[src/rtl/npn4_tt_sweeper_if.sv]
// Control/result bus and cell-side signals for npn4_tt_sweeper.
//   master : requester plus the cell under test (drives start, expected, y)
//   slave  : the sweeper itself (drives x and all result outputs)
//   start, expected       -> request a sweep and supply the expected truth table
//   x -> / <- y           -> minterm drive to the cell and its combinational output
//   busy, done            -> sweep in progress / one-cycle results-valid pulse
//   truth_table, match,
//   fail_index            -> captured table and comparison result
interface npn4_tt_sweeper_if;
  logic        start;
  logic [15:0] expected;
  logic [3:0]  x;
  logic        y;
  logic        busy;
  logic        done;
  logic [15:0] truth_table;
  logic        match;
  logic [3:0]  fail_index;

  modport master (
    output start, expected, y,
    input  x, busy, done, truth_table, match, fail_index
  );

  modport slave (
    input  start, expected, y,
    output x, busy, done, truth_table, match, fail_index
  );
endinterface

[src/rtl/npn4_tt_sweeper.sv]
// Sweeps all 16 minterms into a 4-input cell, captures its truth table and
// compares it against an expected NPN representative.
//   clk, rst_n : clock, asynchronous active-low reset
//   bus        : slave side of npn4_tt_sweeper_if (start/expected in, x out,
//                y in, busy/done/truth_table/match/fail_index out)
//   SETTLE     : cycles each minterm is held before y is sampled (1..15)
module npn4_tt_sweeper #(
  parameter int unsigned SETTLE = 1
) (
  input  logic                    clk,
  input  logic                    rst_n,
  npn4_tt_sweeper_if.slave        bus
);

  localparam int unsigned MW   = 4;
  localparam int unsigned TT_W = 16;

  localparam logic [1:0] IDLE   = 2'd0;
  localparam logic [1:0] SWEEP  = 2'd1;
  localparam logic [1:0] REPORT = 2'd2;

  localparam logic [MW-1:0] HOLD_INIT = MW'(SETTLE);
  localparam logic [MW-1:0] M_LAST    = MW'(15);

  logic [1:0]      state_q,  state_d;
  logic [MW-1:0]   m_q,      m_d;
  logic [MW-1:0]   hold_q,   hold_d;
  logic [TT_W-1:0] exp_q,    exp_d;
  logic [MW-1:0]   x_q,      x_d;
  logic            busy_q,   busy_d;
  logic            done_q,   done_d;
  logic [TT_W-1:0] tt_q,     tt_d;
  logic            match_q,  match_d;
  logic [MW-1:0]   fidx_q,   fidx_d;

  logic [TT_W-1:0] diff_c;
  logic [MW-1:0]   first_diff_c;

  // Lowest mismatching minterm; iterating downward lets the lowest set bit win.
  always_comb begin
    diff_c       = tt_q ^ exp_q;
    first_diff_c = '0;
    for (int i = TT_W - 1; i >= 0; i--) begin
      if (diff_c[i]) first_diff_c = MW'(i);
    end
  end

  // State and datapath register.
  always_ff @(posedge clk or negedge rst_n) begin
    if (!rst_n) begin
      state_q <= IDLE;
      m_q     <= '0;
      hold_q  <= '0;
      exp_q   <= '0;
      x_q     <= '0;
      busy_q  <= 1'b0;
      done_q  <= 1'b0;
      tt_q    <= '0;
      match_q <= 1'b0;
      fidx_q  <= '0;
    end else begin
      state_q <= state_d;
      m_q     <= m_d;
      hold_q  <= hold_d;
      exp_q   <= exp_d;
      x_q     <= x_d;
      busy_q  <= busy_d;
      done_q  <= done_d;
      tt_q    <= tt_d;
      match_q <= match_d;
      fidx_q  <= fidx_d;
    end
  end

  // Next-state and next-output logic.
  always_comb begin
    state_d = state_q;
    m_d     = m_q;
    hold_d  = hold_q;
    exp_d   = exp_q;
    x_d     = x_q;
    busy_d  = busy_q;
    done_d  = 1'b0;
    tt_d    = tt_q;
    match_d = match_q;
    fidx_d  = fidx_q;

    case (state_q)
      IDLE: begin
        x_d = '0;
        if (bus.start) begin
          exp_d   = bus.expected;
          tt_d    = '0;
          m_d     = '0;
          hold_d  = HOLD_INIT;
          busy_d  = 1'b1;
          match_d = 1'b0;
          fidx_d  = '0;
          state_d = SWEEP;
        end
      end

      SWEEP: begin
        if (hold_q == MW'(1)) begin
          tt_d[m_q] = bus.y;
          if (m_q == M_LAST) begin
            x_d     = '0;
            hold_d  = '0;
            state_d = REPORT;
          end else begin
            m_d    = m_q + MW'(1);
            x_d    = m_q + MW'(1);
            hold_d = HOLD_INIT;
          end
        end else begin
          hold_d = hold_q - MW'(1);
        end
      end

      REPORT: begin
        match_d = (tt_q == exp_q);
        fidx_d  = first_diff_c;
        done_d  = 1'b1;
        busy_d  = 1'b0;
        state_d = IDLE;
      end

      default: begin
        state_d = IDLE;
      end
    endcase
  end

  assign bus.x           = x_q;
  assign bus.busy        = busy_q;
  assign bus.done        = done_q;
  assign bus.truth_table = tt_q;
  assign bus.match       = match_q;
  assign bus.fail_index  = fidx_q;

endmodule

[src/flat_wrapper.sv]
// flat-port wrapper written by rule: the top's interface ports become plain ports
module npn4_tt_sweeper_flat 
#(
  parameter int unsigned SETTLE = 1
)
  (clk, rst_n, bus_start, bus_expected, bus_y, bus_x, bus_busy, bus_done, bus_truth_table, bus_match, bus_fail_index);
  npn4_tt_sweeper_if bus_i ();
  input  logic clk;
  input  logic rst_n;
  input wire logic [$bits(bus_i.start)-1:0] bus_start;
  input wire logic [$bits(bus_i.expected)-1:0] bus_expected;
  input wire logic [$bits(bus_i.y)-1:0] bus_y;
  output wire logic [$bits(bus_i.x)-1:0] bus_x;
  output wire logic [$bits(bus_i.busy)-1:0] bus_busy;
  output wire logic [$bits(bus_i.done)-1:0] bus_done;
  output wire logic [$bits(bus_i.truth_table)-1:0] bus_truth_table;
  output wire logic [$bits(bus_i.match)-1:0] bus_match;
  output wire logic [$bits(bus_i.fail_index)-1:0] bus_fail_index;
  assign bus_i.start = bus_start;
  assign bus_i.expected = bus_expected;
  assign bus_i.y = bus_y;
  assign bus_x = bus_i.x;
  assign bus_busy = bus_i.busy;
  assign bus_done = bus_i.done;
  assign bus_truth_table = bus_i.truth_table;
  assign bus_match = bus_i.match;
  assign bus_fail_index = bus_i.fail_index;
  npn4_tt_sweeper #(.SETTLE(SETTLE)) u_core (.clk(clk), .rst_n(rst_n), .bus(bus_i));
endmodule
[config.mk]
export PLATFORM = sky130hd
export DESIGN_NAME = npn4_tt_sweeper_flat
export DESIGN_NICKNAME = d
export VERILOG_FILES = /design/src/rtl/npn4_tt_sweeper_if.sv /design/src/rtl/npn4_tt_sweeper.sv /design/src/flat_wrapper.sv
export SDC_FILE = /design/constraint.sdc
export NUM_CORES = 1
export LEC_CHECK = 0
export ABC_AREA = 1
export CAP_MARGIN = 20
export CORE_MARGIN = 10
export CORE_UTILIZATION = 57
export DETAILED_ROUTE_END_ITERATION = 10
export PLACE_DENSITY_LB_ADDON = 0.3
export SYNTH_ARGS = -nofsm -noshare
export SYNTH_HDL_FRONTEND = slang
export SYNTH_SLANG_ARGS = --single-unit
[constraint.sdc]
create_clock -name clk -period 2.7 [get_ports clk]
set_input_delay 0.54 -clock clk [delete_from_list [all_inputs] [get_ports clk]]
set_output_delay 0.54 -clock clk [all_outputs]
set_load 0.05 [all_outputs]
# [Yosys cells after proc, flatten, opt, wreduce, memory -nomap -nowiden]
# Cells that the tools add are included.
[totals] register_bits=53 input_bits=20 output_inout_bits=27 elab_cells=78
[op_classes] n_addsub=2 n_lt_le_gt_ge=2 n_eq_ne=9 n_mux=43 bitwise=1 n_reduce_logical=11
[op_table] cell="2-to-1 mux 4 bit" count=23
[op_table] cell="2-to-1 mux 16 bit" count=2
[op_table] cell="one-hot mux 16 bit (2 select lines)" count=1
[op_table] cell="one-hot mux 4 bit (2 select lines)" count=4
[op_table] cell="bitwise mux 16 bit" count=1
[op_table] cell="== test 16 bit" count=1
[op_table] cell="XOR 16 bit" count=1
[op_table] cell="AND reduction 2 bit" count=4
[op_table] cell="2-to-1 mux 2 bit" count=3
[op_table] cell="AND reduction 3 bit" count=2
[op_table] cell="< comparator 4 x 5 -> 1 bit (second input constant)" count=1
[op_table] cell="2-to-1 mux 1 bit" count=5
[op_table] cell="adder 4 x 1 -> 4 bit (second input constant)" count=1
[op_table] cell="demux 1 bit (select 4 bit)" count=1
[op_table] cell="== test 4 x 1 -> 1 bit (second input constant)" count=1
[op_table] cell="== test 4 bit (second input constant)" count=1
[op_table] cell=">= comparator 4 x 1 -> 1 bit (second input constant)" count=1
[op_table] cell="!= test 2 x 1 -> 1 bit (second input constant)" count=2
[op_table] cell="!= test 2 bit (second input constant)" count=2
[op_table] cell="one-hot mux 1 bit (2 select lines)" count=2
[op_table] cell="one-hot mux 2 bit (2 select lines)" count=1
[op_table] cell="AND reduction 4 bit" count=1
[op_table] cell="nonzero test 2 bit" count=2
[op_table] cell="subtractor 4 x 1 -> 4 bit (second input constant)" count=1
[op_table] cell="other kinds (4)" count=4

# [Logic depth before layout (Yosys ltp)]
[logic_depth] ltp_word=18 ltp_mapped=19 mapped_depth_nobuf=19

# [Worst setup path before layout]
# No wires, ideal clock.
[synth_path] path_type="reg-to-reg" from="register u_core.tt_q[14] (netlist: u_core.bus.truth_table[14])" to="register u_core.fidx_q[0] (netlist: u_core.bus.fail_index[0])" setup_ns=0.118 arrival_ns=1.601 t_required_ns=2.582 setup_slack_ns=0.981 stages_incl_launch_ff=20 path_buffers=0 period_less_slack_ns=1.719 path_cell_list="dfrtp_1 > inv_1 > nand2_1 > nand2_1 > nand2_1 > nand2_1 > nand2_1 > nand2_1 > nand2_1 > nand2_1 > nand2_1 > nand2_1 > nand2_1 > nand2_1 > nand2_1 > nand2_1 > nand2_1 > nand2_1 > nand2_1 > nand2_1"
[synth_between] elab_chain_len=17
[synth_lines] item="start, declared" line="npn4_tt_sweeper.sv:32" rtl="logic [TT_W-1:0] tt_q, tt_d;"
[synth_lines] item="start signal, assigned" line="npn4_tt_sweeper.sv:69" rtl="tt_q <= tt_d;"
[synth_lines] item="XOR 16 bit" line="npn4_tt_sweeper.sv:41" rtl="diff_c = tt_q ^ exp_q;"
[synth_lines] item="2-to-1 mux 4 bit (15 in a row)" line="npn4_tt_sweeper.sv:44" rtl="if (diff_c[i]) first_diff_c = MW'(i);"
[synth_lines] item="one-hot mux 4 bit (2 select lines)" line="npn4_tt_sweeper.sv:88" rtl="case (state_q)"
[synth_lines] item="end signal, assigned" line="npn4_tt_sweeper.sv:71" rtl="fidx_q <= fidx_d;"
[synth_lines] item="end, declared" line="npn4_tt_sweeper.sv:34" rtl="logic [MW-1:0] fidx_q, fidx_d;"
# No other way between the ends.
# A chain may end at the register's enable or synchronous reset.

# [Worst setup path after layout]
[layout_path] from="register u_core.tt_q[13] (netlist: u_core.bus.truth_table[13])" to="output port bus_truth_table[13]"
[layout_rtl] item="end, declared" line="flat_wrapper.sv:16" rtl="output wire logic [$bits(bus_i.truth_table)-1:0] bus_truth_table;"
# No word-level cell between the ends.

==> implementation parameters <==
Parameter                              Value

Run status
  Run status    finished clean

Routing
  Post-route ant nets    0
  DR vias    2241
  Drt first pass iters    4
  DR vias/cell    5.36
  Routed wirelength normalized by instance count    15.0 um
  Number of DRC markers in iteration 0    171
  DRC    0
  Total Routed Length    6280 um

Cells and area
  Most frequent standard cell in the layout excluding fill and tap cells    sky130_fd_sc_hd__nand2_1
  Number of fillers in the final layout    352
  Layout overhead on the synthesized area    21.4%
  Ant diodes    0
  Fraction of final layout cells sized beyond drive strength 1    0.0738
  Total number of nets in the final design    391
  Commonest cells after routing, fill and taps aside    107 x sky130_fd_sc_hd__nand2_1, 53 x sky130_fd_sc_hd__dfrtp_1, 45 x sky130_fd_sc_hd__clkdlybuf4s50_1, 33 x sky130_fd_sc_hd__inv_1, 23 x sky130_fd_sc_hd__o21ai_0
  Non-Filler Cell Area, Final    3260 sq um

Critical path
  Stages on worst setup path    1
  Critical-path cell with the highest stage delay    sky130_fd_sc_hd__clkdlybuf4s50_1
  Critical Setup Path Class    reg -> out
  Cell breakdown of the critical path    clkdlybuf4s50_1
  Number of cell instances on the worst register-to-register path    8
  CP Buf/Inv Count    1
  Arrival time at the worst endpoint    1.58 ns
  WP data required    2.16 ns
  Register-to-Register Setup Slack    0.97 ns
  Critical register-to-register path startpoint    u_core.state_q[1]
  Delay contributed by the slowest stage of the critical path    0.83 ns
  Kind of cell adding the most delay to the critical path    buffers and inverters
  Worst-path maximum fanout    3
  Worst R2R End    u_core.bus.truth_table[9]
  Type of destination of the critical path    output port
  Sort of element at the start of the critical path    register

Timing
  Final setup vio count    0
  Final worst clock skew    0.00792 ns
  Fraction of the cycle the final worst path needs    0.784
  Post-route minimum period    2.12 ns
  Setup WS post-layout    0.582 ns
  Rel. slew slack    0.567
  Slew at the pin closest to its max-slew limit    0.649 ns
  Number of hold-slack violations in the final timing report    0
  Setup TNS    0 ns
  Smallest hold slack    0.339 ns
  Setup repair after global routing missed its margin    false
  Pins over their slew limit    0
  Fmax achieved    472 MHz

Floorplanning
  Site row count    24
  Core Box Area    4440 sq um
  Initial standard-cell utilization of the core    0.604
  Total die area    7850 sq um
  Number of primary I/O pins    47
  Vertical die dimension    88.6 um
  Die W    88.6 um

Clock tree
  Quantity of hold-fixing buffers added after cts    0
  TritonCTS clock tree    built
  Clock Tree Root    sky130_fd_sc_hd__clkbuf_8
  Clock net sink count    53
  Latest clock arrival within the worst-skew pair    0.31 ns
  Clock transition at the registers of the reported paths    0.09 ns
  Post-cts repair resize count    0
  Clock buffers created by TritonCTS    5
  Buffers inserted during post-CTS setup optimization    0
  Clock Path Buffers    2
  Maximum level of the CTS H-tree    2

Place
  Placement-stage worst setup slack    0.598 ns
  Number of input and output port buffers inserted    46
  Cell Area, Placed    3180 sq um
  DPL Wire Length    4800 um
  Final weighted congestion in routability-driven placement    0.871

Synth
  FF+latch count, synth    53
  Largest cells by area after synthesis    sky130_fd_sc_hd__dfrtp_1 49%, sky130_fd_sc_hd__nand2_1 15%, sky130_fd_sc_hd__inv_1 4.6%
  Ys Warns    0
  Cell type contributing the most total cell area after synthesis    sky130_fd_sc_hd__dfrtp_1
  Share of the synthesized area in the top cell type    0.494
  Distinct cells, synth    30
  Total standard cell area after synthesis    2680 sq um
  Post-synthesis area per instance    8.47 sq um
  Net count after synthesis    343
  Proportion of synthesized chip area in sequential cells    0.494
  Cell count after synthesis    317

Hold path
  Hold Path Class    in -> async

Global route
  Initial antenna violation count    0
  Global-route wire length before repair    10500 um
  Maximum number of pins on one net before global-route repair    54
  GR Overflow Total    0
  Via count of the first global-routing pass    2252
  Global-route usage over all layers    0.168

Power and ir drop
  Worst vdd rail ir drop    0.828 mV
  Leak Pwr    1.52 nW
  Ratio of total power to cell area    1220 nW/um^2

Flow run
  Max-cap check violation count    0
## sequential cells by signal, summed over array words and instances (netlist names)
signal                  count
u_core.state_q              2
u_core.bus.done             1
u_core.bus.busy             1
u_core.hold_q               4
u_core.bus.truth_table     16
u_core.bus.fail_index       4
u_core.bus.x                4
u_core.m_q                  4
u_core.bus.match            1
u_core.exp_q               16
## metrics by stage
stage	power [mW]	util	std cells
floorplan	2.93	-	317
global placement	3.48	0.715	410
detailed placement	3.56	0.715	410
CTS	4.00	0.733	418
global route	4.31	0.733	418
finish	3.99	0.733	418
## logic make-up (layout without fill, tap and decap cells)
family | after synthesis | in the layout | share of synthesized area
simple gates | 140 | 140 | 0.233
flops | 53 | 53 | 0.494
fa+ha+maj | 6 | 6 | 0.0280
compound gates | 58 | 58 | 0.125
xor+xnor | 15 | 15 | 0.0490
buf+inv | 45 | 94 | 0.0713
## cell usage after synthesis, drive strengths merged
cell / instances
nand2: 108
dfrtp: 53
inv: 37
o21ai: 26
nor2: 17
xnor2: 14
a21oi: 12
o22ai: 11
nand3: 10
buf: 7
ha: 6
o31ai: 6
nor3: 3
a22o: 1
a32o: 1
clkbuf: 1
nand4: 1
o211ai: 1
or2: 1
xor2: 1
## per-layer routing
layer,GRT usage,up-vias,share of wire
met5,0,-,0
met4,0.0602,0,0.014
met3,0.0515,10,0.062
met2,0.270,62,0.48
met1,0.209,1061,0.45
li1,-,1108,-
## power by group
group	total [mW]	internal, mW	switching [mW]
Sequential	1.36	1.10	0.256
Clock	0.433	0.180	0.252
Combinational	2.20	0.755	1.44
Total	3.99	2.04	1.95
## final cells by class
| type | instances | area (sq um) | area share |
|---|---|---|---|
| clock buffers | 6 | 72.6 | 0.0223 |
| clock inverters | 2 | 10.0 | 0.00307 |
| inverters | 37 | 141 | 0.0434 |
| multi-input cells | 219 | 1170 | 0.358 |
| flip-flops and latches | 53 | 1330 | 0.407 |
| well taps | 52 | 65.1 | 0.0200 |
| repair buffers | 49 | 478 | 0.147 |
## worst max-delay path by stage
| stage | from | to | slack, ns |
|---|---|---|---|
| 6_report | u_core.bus.truth_table[13] | bus_truth_table[13] | 0.58 |
| 5_1_grt | u_core.bus.truth_table[9] | bus_truth_table[9] | 0.54 |
| 2_1_floorplan | u_core.bus.truth_table[14] | u_core.bus.fail_index[0] | 0.98 |
| 3_5_place_dp | bus_start | u_core.bus.fail_index[2] | 0.60 |
| 3_3_place_gp | bus_start | u_core.bus.fail_index[2] | 0.63 |
| 4_1_cts | u_core.bus.truth_table[13] | bus_truth_table[13] | 0.58 |
(Power assumes the default switching activity.)
